--- src/rtl/clk_div_pkg.sv ---
// clk_div_pkg: shared state encoding and default parameters for the clock divider
package clk_div_pkg;
    typedef enum logic [1:0] {OFF, RUN, SWITCH, STOP} state_t;
    localparam int RATIO_W_DEF   = 32;
    localparam int MIN_RATIO_DEF = 2;
endpackage

--- src/rtl/clk_div_core.sv ---
// clk_div_core: period counter, registered divided clock and end-of-period decode
module clk_div_core
    import clk_div_pkg::*;
#(
    parameter int RATIO_W = RATIO_W_DEF
) (
    input  logic               clk_in,
    input  logic               reset,
    input  logic               run,
    input  logic [RATIO_W-1:0] ratio,
    output logic               clk_out,
    output logic               period_tick,
    output logic               wrap
);
    logic [RATIO_W-1:0] count;
    logic last, half;
    assign last = count == ratio - RATIO_W'(1);
    assign half = count == (ratio >> 1) - RATIO_W'(1);
    assign wrap = run & last;
    assign period_tick = wrap;
    always_ff @(posedge clk_in) begin
        if (reset || !run) begin
            count   <= '0;
            clk_out <= 1'b0;
        end else begin
            count   <= last ? '0 : count + RATIO_W'(1);
            clk_out <= last ? 1'b0 : half ? 1'b1 : clk_out;
        end
    end
endmodule

--- src/rtl/clk_div_ctrl.sv ---
// clk_div_ctrl: ratio handshake, pending-ratio switch and graceful start/stop FSM
module clk_div_ctrl
    import clk_div_pkg::*;
#(
    parameter int RATIO_W   = RATIO_W_DEF,
    parameter int MIN_RATIO = MIN_RATIO_DEF
) (
    input  logic               clk_in,
    input  logic               reset,
    input  logic               en,
    input  logic               cfg_valid,
    input  logic [RATIO_W-1:0] cfg_ratio,
    output logic               cfg_ready,
    output logic               cfg_err,
    output logic               clk_out,
    output logic               period_tick,
    output logic [RATIO_W-1:0] ratio_active,
    output logic               busy
);
    state_t state, state_nx;
    logic [RATIO_W-1:0] pending;
    logic accept, legal, wrap, load_pending;
    assign cfg_ready = state == OFF || state == RUN;
    assign accept = cfg_valid & cfg_ready;
    assign legal = cfg_ratio >= RATIO_W'(MIN_RATIO);
    assign busy = state != OFF;
    // pending is only ever nonzero after a legal ratio arrived in RUN
    assign load_pending = wrap && (state == SWITCH || state == STOP) && pending != '0;
    always_comb begin
        state_nx = state;
        case (state)
            OFF:     state_nx = (en && ratio_active >= RATIO_W'(MIN_RATIO)) ? RUN : OFF;
            RUN:     state_nx = !en ? STOP : (accept && legal) ? SWITCH : RUN;
            SWITCH:  state_nx = !en ? STOP : wrap ? RUN : SWITCH;
            default: state_nx = wrap ? OFF : STOP;
        endcase
    end
    always_ff @(posedge clk_in) begin
        if (reset) begin
            state        <= OFF;
            pending      <= '0;
            ratio_active <= '0;
            cfg_err      <= 1'b0;
        end else begin
            state   <= state_nx;
            cfg_err <= accept & ~legal;
            if (accept && legal && state == OFF)
                ratio_active <= cfg_ratio;
            if (accept && legal && state == RUN)
                pending <= cfg_ratio;
            if (load_pending) begin
                ratio_active <= pending;
                pending      <= '0;
            end
        end
    end
    clk_div_core #(.RATIO_W(RATIO_W)) u_core (
        .clk_in      (clk_in),
        .reset       (reset),
        .run         (busy),
        .ratio       (ratio_active),
        .clk_out     (clk_out),
        .period_tick (period_tick),
        .wrap        (wrap)
    );
endmodule

--- config.mk ---
export PLATFORM = sky130hd
export DESIGN_NAME = clk_div_ctrl
export DESIGN_NICKNAME = d
export VERILOG_FILES = /design/src/rtl/clk_div_pkg.sv /design/src/rtl/clk_div_core.sv /design/src/rtl/clk_div_ctrl.sv
export SDC_FILE = /design/constraint.sdc
export NUM_CORES = 1
export LEC_CHECK = 0
export CORE_AREA = 3 3 173 133
export CTS_CLUSTER_SIZE = 30
export DETAILED_ROUTE_END_ITERATION = 10
export DIE_AREA = 0 0 176 136
export REMOVE_ABC_BUFFERS = 1
export SYNTH_ARGS = -nofsm -noshare
export SYNTH_HDL_FRONTEND = slang
export SYNTH_HIERARCHICAL = 1
export SYNTH_SLANG_ARGS = --single-unit
--- constraint.sdc ---
create_clock -name clk_in -period 3.9 [get_ports clk_in]
set_input_delay 0.39 -clock clk_in [delete_from_list [all_inputs] [get_ports clk_in]]
set_output_delay 0.39 -clock clk_in [all_outputs]
set_load 0.1 [all_outputs]
==> results of run 1 <==
-- stage by stage --
step                std cells  TNS [ns]   util  instance area (sq um)  power, mW
floorplan                 711   -143.55      -                   6080       2.07
global placement         1112         0  0.352                   7480       2.50
detailed placement       1112         0  0.352                   7480       2.51
CTS                      1128         0  0.366                   7780       3.42
global route             1136         0  0.371                   7880       3.62
finish                   1136         0  0.371                   7880       3.47
-- power by group --
part | total [mW] | switching [mW] | leakage [nW] | internal (mW)
sequential | 1.18 | 0.103 | 0.813 | 1.07
clock | 0.917 | 0.465 | 0.146 | 0.452
combinational | 1.37 | 0.866 | 2.09 | 0.508
-- cells by family (layout without fill, tap and decap cells) --
| family | after synthesis | in the layout | share of synthesized area |
|---|---|---|---|
| flops | 100 | 100 | 0.313 |
| compound gates | 85 | 85 | 0.103 |
| simple gates | 354 | 354 | 0.299 |
| buf+inv | 73 | 148 | 0.0539 |
| mux | 37 | 37 | 0.0584 |
| fa+ha+maj | 4 | 4 | 0.00784 |
| xor+xnor | 120 | 120 | 0.165 |
-- layout make-up --
class,instances,area (sq um),share of cell area
multi-input combinational,600,4080,0.518
clock buffer,9,225,0.0286
tap,288,360,0.0457
sequential,100,2000,0.254
timing repair buffer,121,1100,0.139
clock inverter,7,72.6,0.00921
inverter,11,41.3,0.00524
-- placed cells by master, fill, tap and decap left out, types with 9 or more instances in the layout --
| master | count |
|---|---|
| a21oi_1 | 9 |
| a221oi_1 | 33 |
| dfxtp_1 | 100 |
| inv_1 | 11 |
| clkbuf_16 | 9 |
| xor2_1 | 45 |
| nand2_1 | 24 |
| nand3_1 | 23 |
| nand4_1 | 29 |
| and3_1 | 9 |
| o21ai_0 | 14 |
| nor4_1 | 42 |
| xnor2_1 | 75 |
| clkdlybuf4s50_1 | 71 |
| nor2_1 | 119 |
| nor3_1 | 49 |
| mux2i_1 | 35 |
| buf_4 | 49 |
-- flip-flops by register name, summed over array words and instances (netlist names) --
signal          flops
pending            32
ratio_active       32
state               2
u_core/clk_out      1
u_core/count       32
cfg_err             1
-- path summary, 6_finish.rpt --
path	start	endpoint	slack, ns	cells after the start
max	ratio_active[2]	period_tick	0.15	12
min	u_core/clk_out	u_core/clk_out	0.46	2
min reg2reg	u_core/clk_out	u_core/clk_out	0.46	2
max reg2reg	ratio_active[2]	ratio_active[1]	0.27	15
-- metal layers --
layer  vias up  global-route usage  part of all wire  wire length (um)
li1       2935                   -                 -                 -
met1      2972               0.269              0.49             10500
met2       273               0.258              0.42              9000
met3        23              0.0436             0.082              1770
met4         0              0.0369             0.011               238
met5         -                   0                 0                 0
-- tightest hold or removal path: cells and delay by family (launching register included) --
kind / cells / cell delay, ns
flip-flops: 1 / 0.32
buffers and inverters: 1 / 0.06
AO/OA/AOI/OAI: 1 / 0.04
-- timing repair --
action,in CTS,in global routing
resized for setup,0,8
setup endpoints to repair,0,17
buffers inserted,0,8
==> results.md, run 1 <==
* Die Y-Extent at 136 um
* Asr flop ratio synth at 0
* Relative slew slack at 0.312
* Final setup margin at 0.146 ns
* Netlist Area Pre-Place at 6390 sq um
* # IOs at 73
* Hpwl dp at 16100 um
* CTS tree: yes
* Routed WL per cell at 18.9 um
* Pins Over Slew Limit at 0
* Worst Tran Pin Value at 1.03 ns
* Syn-to-layout area delta at 23.4%
* Ys Warns at 6
* Overflow left after global routing at 0
* Final Hold Viols at 0
* # Max-Cap Violations at 0
* Crit-path most repeated cell: buf_4
* Gr usage total at 0.179
* Die area at 23900 sq um
* Post-synth EDFFs at 0
* Hold_ws at 0.460 ns
* Drc violations at 0
* Cell Rows at 46
* Core Footprint at 21200 sq um
* Post-synth top cells: nor2_1, dfxtp_1, xnor2_1, nor3_1, nor4_1
* Sink Count at 100
* Element type at the critical path end: output pin
* Cts bufs inserted at 9
* GPL Wtd Cong at 0.929
* Post-synth cell types at 61
* Hold Crit Class: reg -> reg
* Synth top area cells: dfxtp_1, xnor2_1, nor2_1
* CTS H-Tree Depth at 3
* Yosys top cell by area: dfxtp_1
* RSZ-0062 raised after global routing: no
* # port buffers at 72
* Global-route wire length before repair at 33800 um
* Kind of critical path: reg -> out
* Startpoint types: flip-flop
* # setup viols final at 0
* Vias in the first global route at 5805
* Worst-path clk slew at 0.08 ns
* Layout fillers at 2197
* WP data required at 3.51 ns
* CP top delay family: simple AND/OR/NAND/NOR gates
* Fin crit share at 0.963
* Fmax at 266 MHz
* Largest net degree at the start of global routing at 34
* Crit path max fanout at 4
* Drt pass-1 iters at 5
* Clock Tree Buf Depth at 2
* Clock network latency to the later pin of the worst-skew pair at 0.36 ns
* Post-place setup slack at 0.338 ns
* Syn avg cell area at 8.26 sq um
* Crit path arrival time at 3.36 ns
* Antenna violations before repair at 0
* CP max stage cell: or4_1
* Pwr Density at 440 nW/um^2
* Crit-path cells: inv_1 -> ha_1 -> a21boi_0 -> buf_4 -> nand2_1 -> or4_1 -> a22o_1 -> nor4_2 -> nand4_1 -> nor2_2 -> buf_4 -> buf_12
* Die width at 176 um
* ANT cells at 0
* Crit path largest cell delay at 0.54 ns
* Worst VDD drop at 0.208 mV
* Syn Inst Count at 773
* Nets at 883
* Seq cells post-synth at 100
* Register area share after synthesis at 0.313
* Vias per cell at 5.46
* Starting DRT DRC Count at 555
* Vias at 6203
* Cell with the most instances after synthesis: nor2_1
* Leakage at 3.05 nW
* Root buffer cell: clkbuf_16
* Area share of the largest cell type after synthesis at 0.313
* Post-CTS Hold Buffers at 0
* Max Clock Skew at 0.0149 ns
* Layout cells sized above 1 at 0.112
* Post-route minimum period at 3.75 ns
* Initial Utilization at 0.301
* Status: complete, no violations
* WP buf/inv at 4
* Top_reg_cell synth: dfxtp_1
* Routed Antenna Nets at 0
* DRT Wirelength at 21500 um
No activity file was read; power rests on OpenSTA's default activity.
==> run 2, diff against run 1 <==
- HOLD_SLACK_MARGIN: not set -> 0.1
- clock period: 3.9 -> 4.4 ns (I/O delays scaled with it)
==> run 2 against run 1 <==
  * Register-to-register slack gained 0.21 ns
  * Die area unchanged
  * Total power is 13% lower
  * Critical path depth down 1
  * First-iteration DRC count is 43% higher
  * Design area fell by 1.9%
  * Combinational power is 16% lower
  * Setup slack improved by 0.11 ns
  * Critical endpoint unchanged
  * Largest cell class unchanged
==> results.md, run 2 (synthesis gave the netlist of run 1 again) <==
* Finished Cell Area at 7730 sq um (-1.9%)
* Combinational Power Share at 0.382 (-0.014)
* Kind of critical path: reg -> out
* GPL Wtd Cong at 0.923 (-0.60%)
* Cts repair resizes at 0 (unchanged)
* Most frequent cells in the layout: nor2_1, dfxtp_1, xnor2_1, clkdlybuf4s50_1, nor3_1
* Met3 WL at 1880 um (+5.9%)
* Crit path largest cell delay at 0.57 ns (+0.03 ns)
* CTS H-Tree Depth at 3 (unchanged)
* Drc violations at 0 (unchanged)
* Clock Tree Buf Depth at 2 (unchanged)
* Post-route minimum period at 4.15 ns
* Hpwl dp at 15700 um (-2.4%)
* Die width at 176 um (unchanged)
* Crit path max fanout at 8 (+4)
* Global-route wire length before repair at 33400 um (-1.1%)
* Crit-path cells: inv_1 -> ha_1 -> a21boi_0 -> nand2_1 -> or4_1 -> a22o_1 -> nor4_1 -> nand4_1 -> nor2_1 -> buf_4 -> buf_12
* Final Power at 3.00 mW (-13%)
* Post-CTS Hold Buffers at 0 (unchanged)
* Overflow left after global routing at 0 (unchanged)
* Clock network fraction of total power at 0.267 (+0.003)
* Element type at the critical path end: output pin
* Max Clock Skew at 0.00924 ns (-0.00563 ns)
* Status: complete, no violations
* ANT cells at 0 (unchanged)
* Sw power at 1.23 mW (-14%)
* # IOs at 73 (unchanged)
* Die Y-Extent at 136 um (unchanged)
* Root buffer cell: clkbuf_16
* Cell Rows at 46 (unchanged)
* CTS tree: yes
* Internal at 1.77 mW (-13%)
* Hold Crit Class: reg -> reg
* Layout cells sized above 1 at 0.0841 (-0.0279)
* Syn-to-layout area delta at 21.1%
* Metal2 WL at 8690 um (-3.4%)
* Setup TNS at 0 ns (unchanged)
* Largest net degree at the start of global routing at 34 (unchanged)
* Core Footprint at 21200 sq um (unchanged)
* CP max stage cell: or4_1
* CP top delay family: simple AND/OR/NAND/NOR gates
* Gr usage total at 0.176 (-0.00308)
* Clock network latency to the later pin of the worst-skew pair at 0.35 ns (about the same)
* # port buffers at 72 (unchanged)
* Top Registers: pending: 32 flops, ratio_active: 32 flops, u_core/count: 32 flops
* Cts bufs inserted at 9 (unchanged)
* Highest Signal Layer: met4
* Worst-path clk slew at 0.08 ns (about the same)
* RSZ-0062 raised after global routing: no
* Fmax at 241 MHz
* Routed Antenna Nets at 0 (unchanged)
* DRT Wirelength at 21300 um (-0.75%)
* Vias in the first global route at 5677 (-2.2%)
* WP buf/inv at 3 (-1)
* Fin crit share at 0.943
* Pins Over Slew Limit at 0 (unchanged)
* Nets at 867 (-1.8%)
* Placed inst area at 7440 sq um (-0.64%)
* Startpoint types: flip-flop
* Worst Tran Pin Value at 1.00 ns (-0.0288 ns)
* Vias at 6157 (-0.74%)
* Met1 WL at 10600 um (+1.1%)
* Die area at 23900 sq um (unchanged)
* Routed WL per cell at 19.0 um (+0.66%)
* Reg power frac at 0.351 (+0.012)
* Starting DRT DRC Count at 795 (+43%)
* Initial Utilization at 0.301 (unchanged)
* Vias per cell at 5.50 (+0.68%)
* Crit path arrival time at 3.71 ns (+0.35 ns)
* Drt pass-1 iters at 5 (unchanged)
* Switch share at 0.410 (-0.00361)
* Sink Count at 100 (unchanged)
* Final Core Density at 0.364 (-0.00701)
* # setup viols final at 0 (unchanged)
* Worst VDD drop at 0.161 mV (-22%)
* Post-CTS Setup Repair Bufs at 0 (unchanged)
* Leakage at 2.97 nW (-2.5%)
* Final Hold Viols at 0 (unchanged)
* Antenna violations before repair at 0 (unchanged)
* Pwr Density at 389 nW/um^2 (-12%)
* Relative slew slack at 0.332 (+0.0193)
* # Max-Cap Violations at 0 (unchanged)
* Most common cell after layout, fill and taps aside: nor2_1
* WP data required at 3.96 ns (+0.45 ns)
-- run 2: cell types whose count changed in the layout (fill, tap and decap cells not counted) --
| cell | delta |
|---|---|
| clkinv_4 | -1 |
| nor2_1 | +2 |
| buf_12 | +1 |
| or3_1 | +1 |
| nor4_1 | +4 |
| nor2_2 | -2 |
| buf_4 | -17 |
| nor3b_2 | -1 |
| clkinv_2 | -1 |
| or3_4 | -1 |
| clkbuf_1 | +1 |
| inv_6 | +1 |
| nor4_2 | -4 |
| nor3b_1 | +1 |
-- run 2: final cells by class --
cell class | count | area (sq um)
multi-input combinational | 600 | 4040
clock inverter | 6 | 67.6
tap | 288 | 360
timing repair buffer | 105 | 991
fill | 2176 | 13500
clock buffer | 10 | 229
sequential | 100 | 2000
inverter | 11 | 41.3
-- run 2: metal layers --
layer	up-vias	GRT usage
met2	262	0.248
met1	2982	0.269
met5	-	0
li1	2898	-
met3	15	0.0466
met4	0	0.0316
-- run 2: metrics by stage --
step | instances | hold slack (ns) | setup WS [ns]
4_1_cts | 1120 | 0.458 | 0.327
5_1_grt | 1120 | 0.482 | 0.0601
3_5_place_dp | 1104 | 0.446 | 0.608
2_1_floorplan | 711 | 0.466 | -2.01
6_report | 1120 | 0.452 | 0.252
3_3_place_gp | 1104 | 0.444 | 0.666
-- run 2: final timing paths --
check,slack (ns),from,cells past startpoint,end
worst max-delay path,0.25,ratio_active[2],11,period_tick
worst min-delay path,0.45,u_core/clk_out,2,u_core/clk_out
worst max register to register,0.48,ratio_active[2],13,ratio_active[26]
worst min register to register,0.45,u_core/clk_out,2,u_core/clk_out
-- run 2: worst reg2reg max path, delay by kind of cell, from the launching register on --
kind / cells / cell delay (ns)
flip-flops: 1 / 0.52
AND/OR/NAND/NOR: 6 / 1.69
buffers and inverters: 2 / 0.39
adder cells (fa/ha/maj): 1 / 0.24
AO/OA/AOI/OAI: 4 / 1.02
-- run 2: power by group through the flow --
| stage | registers (mW) | clock network, mW | logic, mW |
|---|---|---|---|
| floorplan | 1.24 | 0 | 0.599 |
| global placement | 1.07 | 0 | 1.12 |
| detailed placement | 1.07 | 0 | 1.12 |
| CTS | 1.05 | 0.823 | 1.13 |
| global route | 1.06 | 0.858 | 1.23 |
| finish | 1.06 | 0.802 | 1.15 |
==> run 3, diff against run 2 <==
- REMOVE_ABC_BUFFERS: 1 -> not set
==> run 3 against run 2 <==
  * Flip-flop and latch count unchanged
  * Via count up 0.49%
  * Design area down 0.21%
  * Critical endpoint unchanged
  * Largest cell class unchanged
  * Global-route usage up 0.25 points
  * Highest routed layer unchanged
  * Maximum frequency about the same
==> results.md, run 3 (synthesis gave the netlist of run 1 again) <==
* Layout cells sized above 1 at 0.0856 (+0.00151)
* Hold_ws at 0.466 ns (+0.0143 ns)
* Overflow left after global routing at 0 (unchanged)
* Nets at 864 (-0.35%)
* Initial Utilization at 0.301 (unchanged)
* # Max-Cap Violations at 0 (unchanged)
* Core Footprint at 21200 sq um (unchanged)
* Vias per cell at 5.54 (+0.76%)
* Die area at 23900 sq um (unchanged)
* Top Registers: pending: 32 flops, ratio_active: 32 flops, u_core/count: 32 flops
* Crit path max fanout at 6 (-2)
* Crit path arrival time at 3.71 ns (about the same)
* Pins Over Slew Limit at 0 (unchanged)
* Worst VDD drop at 0.183 mV (+14%)
* Cts repair resizes at 0 (unchanged)
* Fin crit share at 0.943 (about the same)
* # setup viols final at 0 (unchanged)
* GPL Wtd Cong at 0.932 (+1.0%)
* # IOs at 73 (unchanged)
* Cell Rows at 46 (unchanged)
* Syn-to-layout area delta at 20.8%
* Vias at 6187 (+0.49%)
* Cts bufs inserted at 9 (unchanged)
* Clock Tree Buf Depth at 2 (unchanged)
* Drc violations at 0 (unchanged)
* Setup TNS at 0 ns (unchanged)
* Kind of critical path: reg -> out
* DRT Wirelength at 21500 um (+0.75%)
* Element type at the critical path end: output pin
* Largest net degree at the start of global routing at 34 (unchanged)
* Antenna violations before repair at 0 (unchanged)
* CTS H-Tree Depth at 3 (unchanged)
* Vias in the first global route at 5628 (-0.86%)
* Clock network latency to the later pin of the worst-skew pair at 0.35 ns (about the same)
* Startpoint types: flip-flop
* ANT cells at 0 (unchanged)
* Fmax at 241 MHz (about the same)
* Die width at 176 um (unchanged)
* Routed Antenna Nets at 0 (unchanged)
* RSZ-0062 raised after global routing: no
* Most frequent cells in the layout: nor2_1, dfxtp_1, xnor2_1, clkdlybuf4s50_1, nor3_1
* Leakage at 2.95 nW (-0.51%)
* Die Y-Extent at 136 um (unchanged)
* Root buffer cell: clkbuf_16
* Hold Crit Class: reg -> reg
* Final Hold Viols at 0 (unchanged)
* Global-route wire length before repair at 33800 um (+1.1%)
* # port buffers at 72 (unchanged)
* Starting DRT DRC Count at 908 (+14%)
* Drt pass-1 iters at 6 (+1)
* Post-CTS Hold Buffers at 0 (unchanged)
* Hpwl dp at 15700 um (+0.23%)
* Post-synth net total at 813
* CTS tree: yes
* Gr usage total at 0.179 (+0.00249)
* Max Clock Skew at 0.00790 ns (-0.00134 ns)
* Worst Tran Pin Value at 1.03 ns (+0.0328 ns)
* Worst-path clk slew at 0.08 ns (about the same)
* Status: complete, no violations
* Post-CTS Setup Repair Bufs at 0 (unchanged)
* WP data required at 3.96 ns (about the same)
* Sink Count at 100 (unchanged)
* Routed WL per cell at 19.2 um (+1.0%)
* Most common cell after layout, fill and taps aside: nor2_1
* Post-route minimum period at 4.15 ns (+0.00243 ns)
* Relative slew slack at 0.310 (-0.0220)
* Pwr Density at 391 nW/um^2 (+0.72%)
## run 3: layout make-up
type | count | area, sq um
Clock inverter | 7 | 67.6
Fill cell | 2166 | 13500
Timing Repair Buffer | 102 | 968
Clock buffer | 9 | 225
Inverter | 11 | 41.3
Tap cell | 288 | 360
Multi-Input combinational cell | 600 | 4050
Sequential cell | 100 | 2000
## run 3: final timing paths
check / to / cells past startpoint / from / slack [ns]
worst max-delay path: period_tick / 10 / ratio_active[1] / 0.25
worst min-delay path: u_core/clk_out / 2 / u_core/clk_out / 0.47
worst max register to register: ratio_active[12] / 13 / ratio_active[1] / 0.42
worst min register to register: u_core/clk_out / 2 / u_core/clk_out / 0.47
## run 3: metrics by stage
| step | utilization | cells | power, mW | area, sq um | setup slack [ns] |
|---|---|---|---|---|---|
| floorplan | - | 773 | 1.87 | 6400 | 0.00313 |
| global placement | 0.350 | 1101 | 2.20 | 7420 | 0.647 |
| detailed placement | 0.350 | 1101 | 2.20 | 7420 | 0.568 |
| CTS | 0.363 | 1117 | 3.01 | 7720 | 0.351 |
| global route | 0.363 | 1117 | 3.15 | 7720 | 0.194 |
| finish | 0.363 | 1117 | 3.02 | 7720 | 0.249 |
## run 3: layer usage
| layer | share of wire | up-vias | GRT usage |
|---|---|---|---|
| li1 | - | 2900 | - |
| met1 | 0.50 | 2935 | 0.283 |
| met2 | 0.39 | 331 | 0.238 |
| met3 | 0.10 | 21 | 0.0424 |
| met4 | 0.010 | 0 | 0.0382 |
| met5 | 0 | - | 0 |
## run 3: worst max-delay path, cell delays in order (launching register included)
cell and delay [ns]:
dfxtp_2 0.38, inv_1 0.15, ha_1 0.27, a21boi_0 0.46, nand2_1 0.26, or4_1 0.58
a22o_1 0.21, nor4_1 0.35, nand4_1 0.24, nor2_4 0.24, buf_12 0.21
## run 3: power breakdown
part,internal (mW),leakage [nW],switching [mW]
clock,0.400,0.145,0.407
combinational,0.417,1.99,0.739
sequential,0.953,0.813,0.105
total,1.77,2.95,1.25
